### src/rtl/rv32i_types.sv
// Shared RV32I pipeline types: pipeline controller state encoding and the NOP
// instruction word also used by the IF/ID register.
package rv32i_types;

  localparam int REG_IDX_W = 5;

  // addi x0, x0, 0 -- canonical NOP loaded into IF/ID on a flush
  localparam logic [31:0] NOP_INSTR = 32'h0000_0013;

  typedef enum logic {
    S_INIT = 1'b0,
    S_RUN  = 1'b1
  } pipe_ctrl_state_t;

endpackage

### src/rtl/hazard_detect.sv
// Load-use hazard detection: the ID instruction reads a register that the
// load currently in EX will write. x0 never causes a hazard.
module hazard_detect
  import rv32i_types::*;
(
  input  logic [REG_IDX_W-1:0] id_rs1,
  input  logic [REG_IDX_W-1:0] id_rs2,
  input  logic                 id_uses_rs1,
  input  logic                 id_uses_rs2,
  input  logic                 ex_is_load,
  input  logic [REG_IDX_W-1:0] ex_rd,
  output logic                 load_use
);

  logic rs1_hit;
  logic rs2_hit;

  always_comb begin
    rs1_hit  = id_uses_rs1 && (id_rs1 == ex_rd);
    rs2_hit  = id_uses_rs2 && (id_rs2 == ex_rd);
    load_use = ex_is_load && (ex_rd != '0) && (rs1_hit || rs2_hit);
  end

endmodule

### src/rtl/pipeline_ctrl.sv
// Stall/flush sequencer for the 5-stage RV32I pipeline. Optional performance
// counters are enabled with the PIPE_CTRL_PERF_EN macro.
module pipeline_ctrl
  import rv32i_types::*;
#(
  parameter int INIT_FLUSH_CYCLES = 5
) (
  input  logic                 clk,
  input  logic                 rst_n,
  input  logic                 imem_resp,
  input  logic                 dmem_resp,
  input  logic                 mem_read,
  input  logic                 mem_write,
  input  logic [REG_IDX_W-1:0] id_rs1,
  input  logic [REG_IDX_W-1:0] id_rs2,
  input  logic                 id_uses_rs1,
  input  logic                 id_uses_rs2,
  input  logic                 ex_is_load,
  input  logic [REG_IDX_W-1:0] ex_rd,
  input  logic                 ex_mispredict,
  output logic                 imem_read,
  output logic                 dmem_req_en,
  output logic                 pc_load,
  output logic                 pc_redirect,
  output logic                 if_id_load,
  output logic                 if_id_flush,
  output logic                 id_ex_load,
  output logic                 id_ex_flush,
  output logic                 ex_mem_load,
  output logic                 mem_wb_load,
`ifdef PIPE_CTRL_PERF_EN
  output logic [31:0]          perf_stall_cycles,
  output logic [31:0]          perf_bubbles,
  output logic [31:0]          perf_flushes,
`endif
  output pipe_ctrl_state_t     dbg_state
);

  localparam int CNT_W = (INIT_FLUSH_CYCLES < 2) ? 1 : $clog2(INIT_FLUSH_CYCLES);
  localparam logic [CNT_W-1:0] INIT_LAST = CNT_W'(INIT_FLUSH_CYCLES - 1);

  pipe_ctrl_state_t state;
  logic [CNT_W-1:0] init_cnt;
  logic             imem_done;
  logic             dmem_done;
  logic             dmem_pend;
  logic             run;
  logic             go;
  logic             lu;

  hazard_detect u_hazard_detect (
    .id_rs1      (id_rs1),
    .id_rs2      (id_rs2),
    .id_uses_rs1 (id_uses_rs1),
    .id_uses_rs2 (id_uses_rs2),
    .ex_is_load  (ex_is_load),
    .ex_rd       (ex_rd),
    .load_use    (lu)
  );

  // A response that coincides with go is consumed by that advance, so the
  // sticky bits only capture responses that arrive while still stalled.
  always_comb begin
    dmem_pend = mem_read || mem_write;
    run       = (state == S_RUN);
    go        = run && (imem_resp || imem_done) &&
                (!dmem_pend || dmem_resp || dmem_done);
  end

  always_ff @(posedge clk or negedge rst_n) begin
    if (!rst_n) begin
      state     <= S_INIT;
      init_cnt  <= '0;
      imem_done <= 1'b0;
      dmem_done <= 1'b0;
    end else begin
      case (state)
        S_INIT: begin
          if (init_cnt == INIT_LAST) state <= S_RUN;
          else init_cnt <= init_cnt + 1'b1;
        end
        S_RUN: begin
          if (go) begin
            imem_done <= 1'b0;
            dmem_done <= 1'b0;
          end else begin
            if (imem_resp) imem_done <= 1'b1;
            if (dmem_resp) dmem_done <= 1'b1;
          end
        end
        default: state <= S_INIT;
      endcase
    end
  end

  always_comb begin
    imem_read   = 1'b0;
    dmem_req_en = 1'b0;
    pc_load     = 1'b0;
    pc_redirect = 1'b0;
    if_id_load  = 1'b0;
    if_id_flush = 1'b0;
    id_ex_load  = 1'b0;
    id_ex_flush = 1'b0;
    ex_mem_load = 1'b0;
    mem_wb_load = 1'b0;
    if (!rst_n) begin
      // Flushes held high while in reset so the reset-less registers see NOPs.
      if_id_flush = 1'b1;
      id_ex_flush = 1'b1;
    end else if (!run) begin
      if_id_load  = 1'b1;
      if_id_flush = 1'b1;
      id_ex_load  = 1'b1;
      id_ex_flush = 1'b1;
      ex_mem_load = 1'b1;
      mem_wb_load = 1'b1;
    end else begin
      imem_read   = !imem_done;
      dmem_req_en = dmem_pend && !dmem_done;
      id_ex_load  = go;
      ex_mem_load = go;
      mem_wb_load = go;
      if (go && ex_mispredict) begin
        pc_load     = 1'b1;
        pc_redirect = 1'b1;
        if_id_load  = 1'b1;
        if_id_flush = 1'b1;
        id_ex_flush = 1'b1;
      end else if (go && lu) begin
        id_ex_flush = 1'b1;
      end else if (go) begin
        pc_load    = 1'b1;
        if_id_load = 1'b1;
      end
    end
  end

`ifdef PIPE_CTRL_PERF_EN
  always_ff @(posedge clk or negedge rst_n) begin
    if (!rst_n) begin
      perf_stall_cycles <= '0;
      perf_bubbles      <= '0;
      perf_flushes      <= '0;
    end else if (run) begin
      if (!go) perf_stall_cycles <= perf_stall_cycles + 32'd1;
      if (go && lu && !ex_mispredict) perf_bubbles <= perf_bubbles + 32'd1;
      if (go && ex_mispredict) perf_flushes <= perf_flushes + 32'd1;
    end
  end
`endif

  assign dbg_state = state;

endmodule
### config.mk
export PLATFORM = sky130hd
export DESIGN_NAME = pipeline_ctrl
export DESIGN_NICKNAME = d
export VERILOG_FILES = /design/src/rtl/rv32i_types.sv /design/src/rtl/hazard_detect.sv /design/src/rtl/pipeline_ctrl.sv
export SDC_FILE = /design/constraint.sdc
export NUM_CORES = 1
export LEC_CHECK = 0
export ABC_AREA = 1
export BUFFER_PORTS_ARGS = -buffer_cell sky130_fd_sc_hd__buf_4
export CAP_MARGIN = 0
export CORE_UTILIZATION = 42
export DETAILED_ROUTE_END_ITERATION = 10
export GPL_TIMING_DRIVEN = 0
export PLACE_DENSITY = 0.86
export SETUP_SLACK_MARGIN = 0.2
export SYNTH_ARGS = -nofsm -noshare
export SYNTH_HDL_FRONTEND = slang
export SYNTH_SLANG_ARGS = --single-unit
### constraint.sdc
create_clock -name clk -period 1.5 [get_ports clk]
set_input_delay 0.15 -clock clk [delete_from_list [all_inputs] [get_ports clk]]
set_output_delay 0.15 -clock clk [all_outputs]
set_load 0.1 [all_outputs]
==> qor.csv <==
stage,metric,value,unit
logic_synthesis,Syn Area/Cell,5.90,um^2
cells_and_area,Finished Cell Area,1250,um^2
timing,measured slew at the worst slew-check pin,0.356,ns
route,Detailed Routing Iterations Pass 1,4,
cells_and_area,fraction of layout cells with a size suffix above 1,0.469,
power,Lkg Pwr,0.000656,uW
logic_synthesis,post-synthesis sequential area ratio,0.247,
timing,worst setup margin,-0.306,ns
setup_path,reg2reg path depth,7,
setup_path,WS Path Type,register to output port,
timing,"Setup violations, final",8,
timing,RSZ-0062 raised after global routing,true,
setup_path,Critical Path End Type,output port,
placement,post-DP HPWL,1430,um
grt,GRT busiest layer,met2,
route,Iter 0 DRT Violations,51,
cells_and_area,number of fill cells,43,
cells_and_area,post-layout util,0.948,
cells_and_area,Post-Layout Cell Count,162,
clocking,number of buffers created by CTS,3,
floorplan,die height,40.1,um
setup_path,Worst EP required,1.35,ns
logic_synthesis,register bit total from synthesis,6,
timing,Setup TNS,-2.24,ns
setup_path,crit-path max FO,4,
clocking,latest clock arrival within the worst-skew pair,0.25,ns
logic_synthesis,"count leader, synth",nand2_1,
clocking,H-Tree Depth,1,
setup_path,worst reg2reg endpoint,dmem_done,
logic_synthesis,Post-Synthesis Cells,103,
setup_path,crit start category,register,
route,Post-Route WL,3190,um
placement,Port Buffers,35,
logic_synthesis,Synth area leader,dfrtp_1,
grt,Tot GR Track Use,0.412,
cells_and_area,fin nets,175,
cells_and_area,Layout area overhead,105,%
grt,number of global-route vias before repair,928,
flow_run,max-cap check violation count,0,
floorplan,Starting Density,0.462,
floorplan,die width,40.1,um
setup_path,Worst Path Arrival,1.66,ns
grt,met2 Use GR,0.758,
logic_synthesis,dominant synthesized flop cell,dfrtp_1,
timing,final hold slack,-0.275,ns
power,Pwr per Cell Area,680,nW/um^2
route,Final ANT Viol Nets,0,
grt,largest net degree at the start of global routing,9,
clocking,clock root cell,clkbuf_4,
logic_synthesis,Synth async-reset ratio,1.00,
clocking,clk sinks,6,
route,routed via count,959,
route,drt wl/cell,19.7,um
outcome,failing checks,"hold timing, setup timing",
logic_synthesis,share of the synthesized area in the top cell type,0.247,
timing,Rel. slew slack,0.762,
grt,initial antenna violation count,0,
setup_path,Worst R2R Start,dmem_done,
floorplan,std cell rows,13,
floorplan,number of top-level pins,36,
worst_hold_path,class of the worst hold path,input port to asynchronous set/reset pin,
setup_path,R2R Setup Slk,0.15,ns
clocking,clock tree buffer depth,2,
logic_synthesis,syn_nets,130,
clocking,CTS tree,done,
timing,Tcrit/Tclk final,1.20,
cells_and_area,n_diodes,0,
grt,GR Util met3,0.106,
floorplan,die area,1600,um^2
placement,Final Wtd Congestion,0.806,
grt,grt ovf,0,
logic_synthesis,most frequent cells after synthesis,"32 x nand2_1, 20 x inv_1, 15 x nor2_1",
logic_synthesis,"Distinct cells, synth",19,
outcome,status,finished with violations,
logic_synthesis,synthesized cell area,608,um^2
logic_synthesis,Post-synth EDFFs,0,
clocking,Clock transition at path regs,0.06,ns
timing,Hold Fails Final Rpt,6,
timing,clock skew,0.0137,ns
timing,post-route minimum period,1.81,ns
route,via/cell ratio,5.92,
logic_synthesis,Synth warnings,0,
power,Max VDD drop,0.000854,V
floorplan,CORE AREA,1320,um^2
grt,met1 GRT Util,0.375,
timing,Fmax,554,MHz
grt,first-pass GRT wire length,4150,um
logic_synthesis,synth top area cells,"dfrtp_1 25%, nand2_1 20%, inv_1 12%, nor2_1 9.3%, ha_1 4.1%",
placement,placed instance area,1010,um^2
timing,fin. max-slew vios,0,
route,Residual DRC,0,
placement,placed insts,153,
## how the worst max path moves through the flow
stage                         start           to  slack [ns]  cells after the start
after detailed placement  dmem_done  id_ex_flush       -0.07                      8
after global routing      dbg_state   id_ex_load       -0.41                      6
after floorplan           dbg_state   id_ex_load       -0.56                      5
after CTS                 dmem_done  id_ex_flush       -0.17                      8
final                     dmem_done  id_ex_flush       -0.31                      8
after global placement    dbg_state   if_id_load       -0.04                      7
## layout by cell type, fill, tap and decap left out
cell type	synthesis	final
a21oi_1	4	3
a21oi_4	0	3
buf_12	0	11
buf_4	3	28
buf_6	0	3
buf_8	0	1
clkbuf_1	0	1
clkbuf_4	0	3
dfrtp_1	6	5
dfrtp_4	0	1
ha_1	2	2
inv_1	20	20
inv_2	3	2
inv_6	0	1
nand2_1	32	29
nand2_2	4	2
nand2_4	0	2
nand2_8	0	3
nand3_1	3	2
nand3_2	2	2
nand3_4	0	1
nand4_1	1	1
nor2_1	15	10
nor2_2	0	1
nor2_4	0	4
o21a_1	1	1
o21ai_0	1	1
o21ai_1	1	1
or2_4	1	1
xnor2_1	1	1
xor2_1	1	1
## layout make-up
class / instances / area, um^2 / area share
multi-input cells: 71 / 479 / 0.384
flip-flops and latches: 6 / 154 / 0.123
inverters: 23 / 91.3 / 0.0731
well taps: 15 / 18.8 / 0.0150
repair buffers: 40 / 424 / 0.340
plain buffers: 3 / 55.1 / 0.0441
clock buffers: 4 / 26.3 / 0.0210
## where the power goes
part           switching (uW)  internal (uW)  leakage (uW)
registers                5.35            167     0.0000713
logic                     320            192      0.000570
clock network            63.3            101     0.0000150
## critical path: stages (launching register included)
cell     delay (ns)
dfrtp_1        0.39
nor2_1         0.14
inv_1          0.09
or2_4          0.26
nand2_4        0.10
inv_6          0.06
nand2_8        0.10
nand3_4        0.08
buf_12         0.17
## metal layers
metal | share of wire | up-vias
li1 | - | 388
met1 | 0.32 | 432
met2 | 0.49 | 100
met3 | 0.086 | 39
met4 | 0.098 | 0
met5 | 0 | -
## sequential cells by signal (all words and copies together), names as in the netlist
register	cells
init_cnt	3
dbg_state	1
dmem_done	1
imem_done	1
## cell families after synthesis
| kind of cell | Yosys count | share of synthesized area |
|---|---|---|
| buffers and inverters | 26 | 0.179 |
| AO/OA/AOI/OAI | 9 | 0.0905 |
| flip-flops | 6 | 0.247 |
| AND/OR/NAND/NOR | 58 | 0.414 |
| XOR/XNOR | 2 | 0.0288 |
| adder cells (fa/ha/maj) | 2 | 0.0411 |
## stage by stage
step	power (uW)	setup slack (ns)
finish	849	-0.306
CTS	811	-0.172
detailed placement	566	-0.0726
global placement	555	-0.0373
floorplan	459	-0.558
global route	879	-0.408
## timing repair
| item | 4_1_cts | 5_1_grt |
|---|---|---|
| setup endpoints to repair | 10 | 12 |
| pin swaps | 7 | 1 |
| setup buffers | 5 | 0 |
| gates resized for setup | 37 | 3 |
| endpoints found under the hold margin | 6 | 6 |
(Power assumes the default switching activity.)
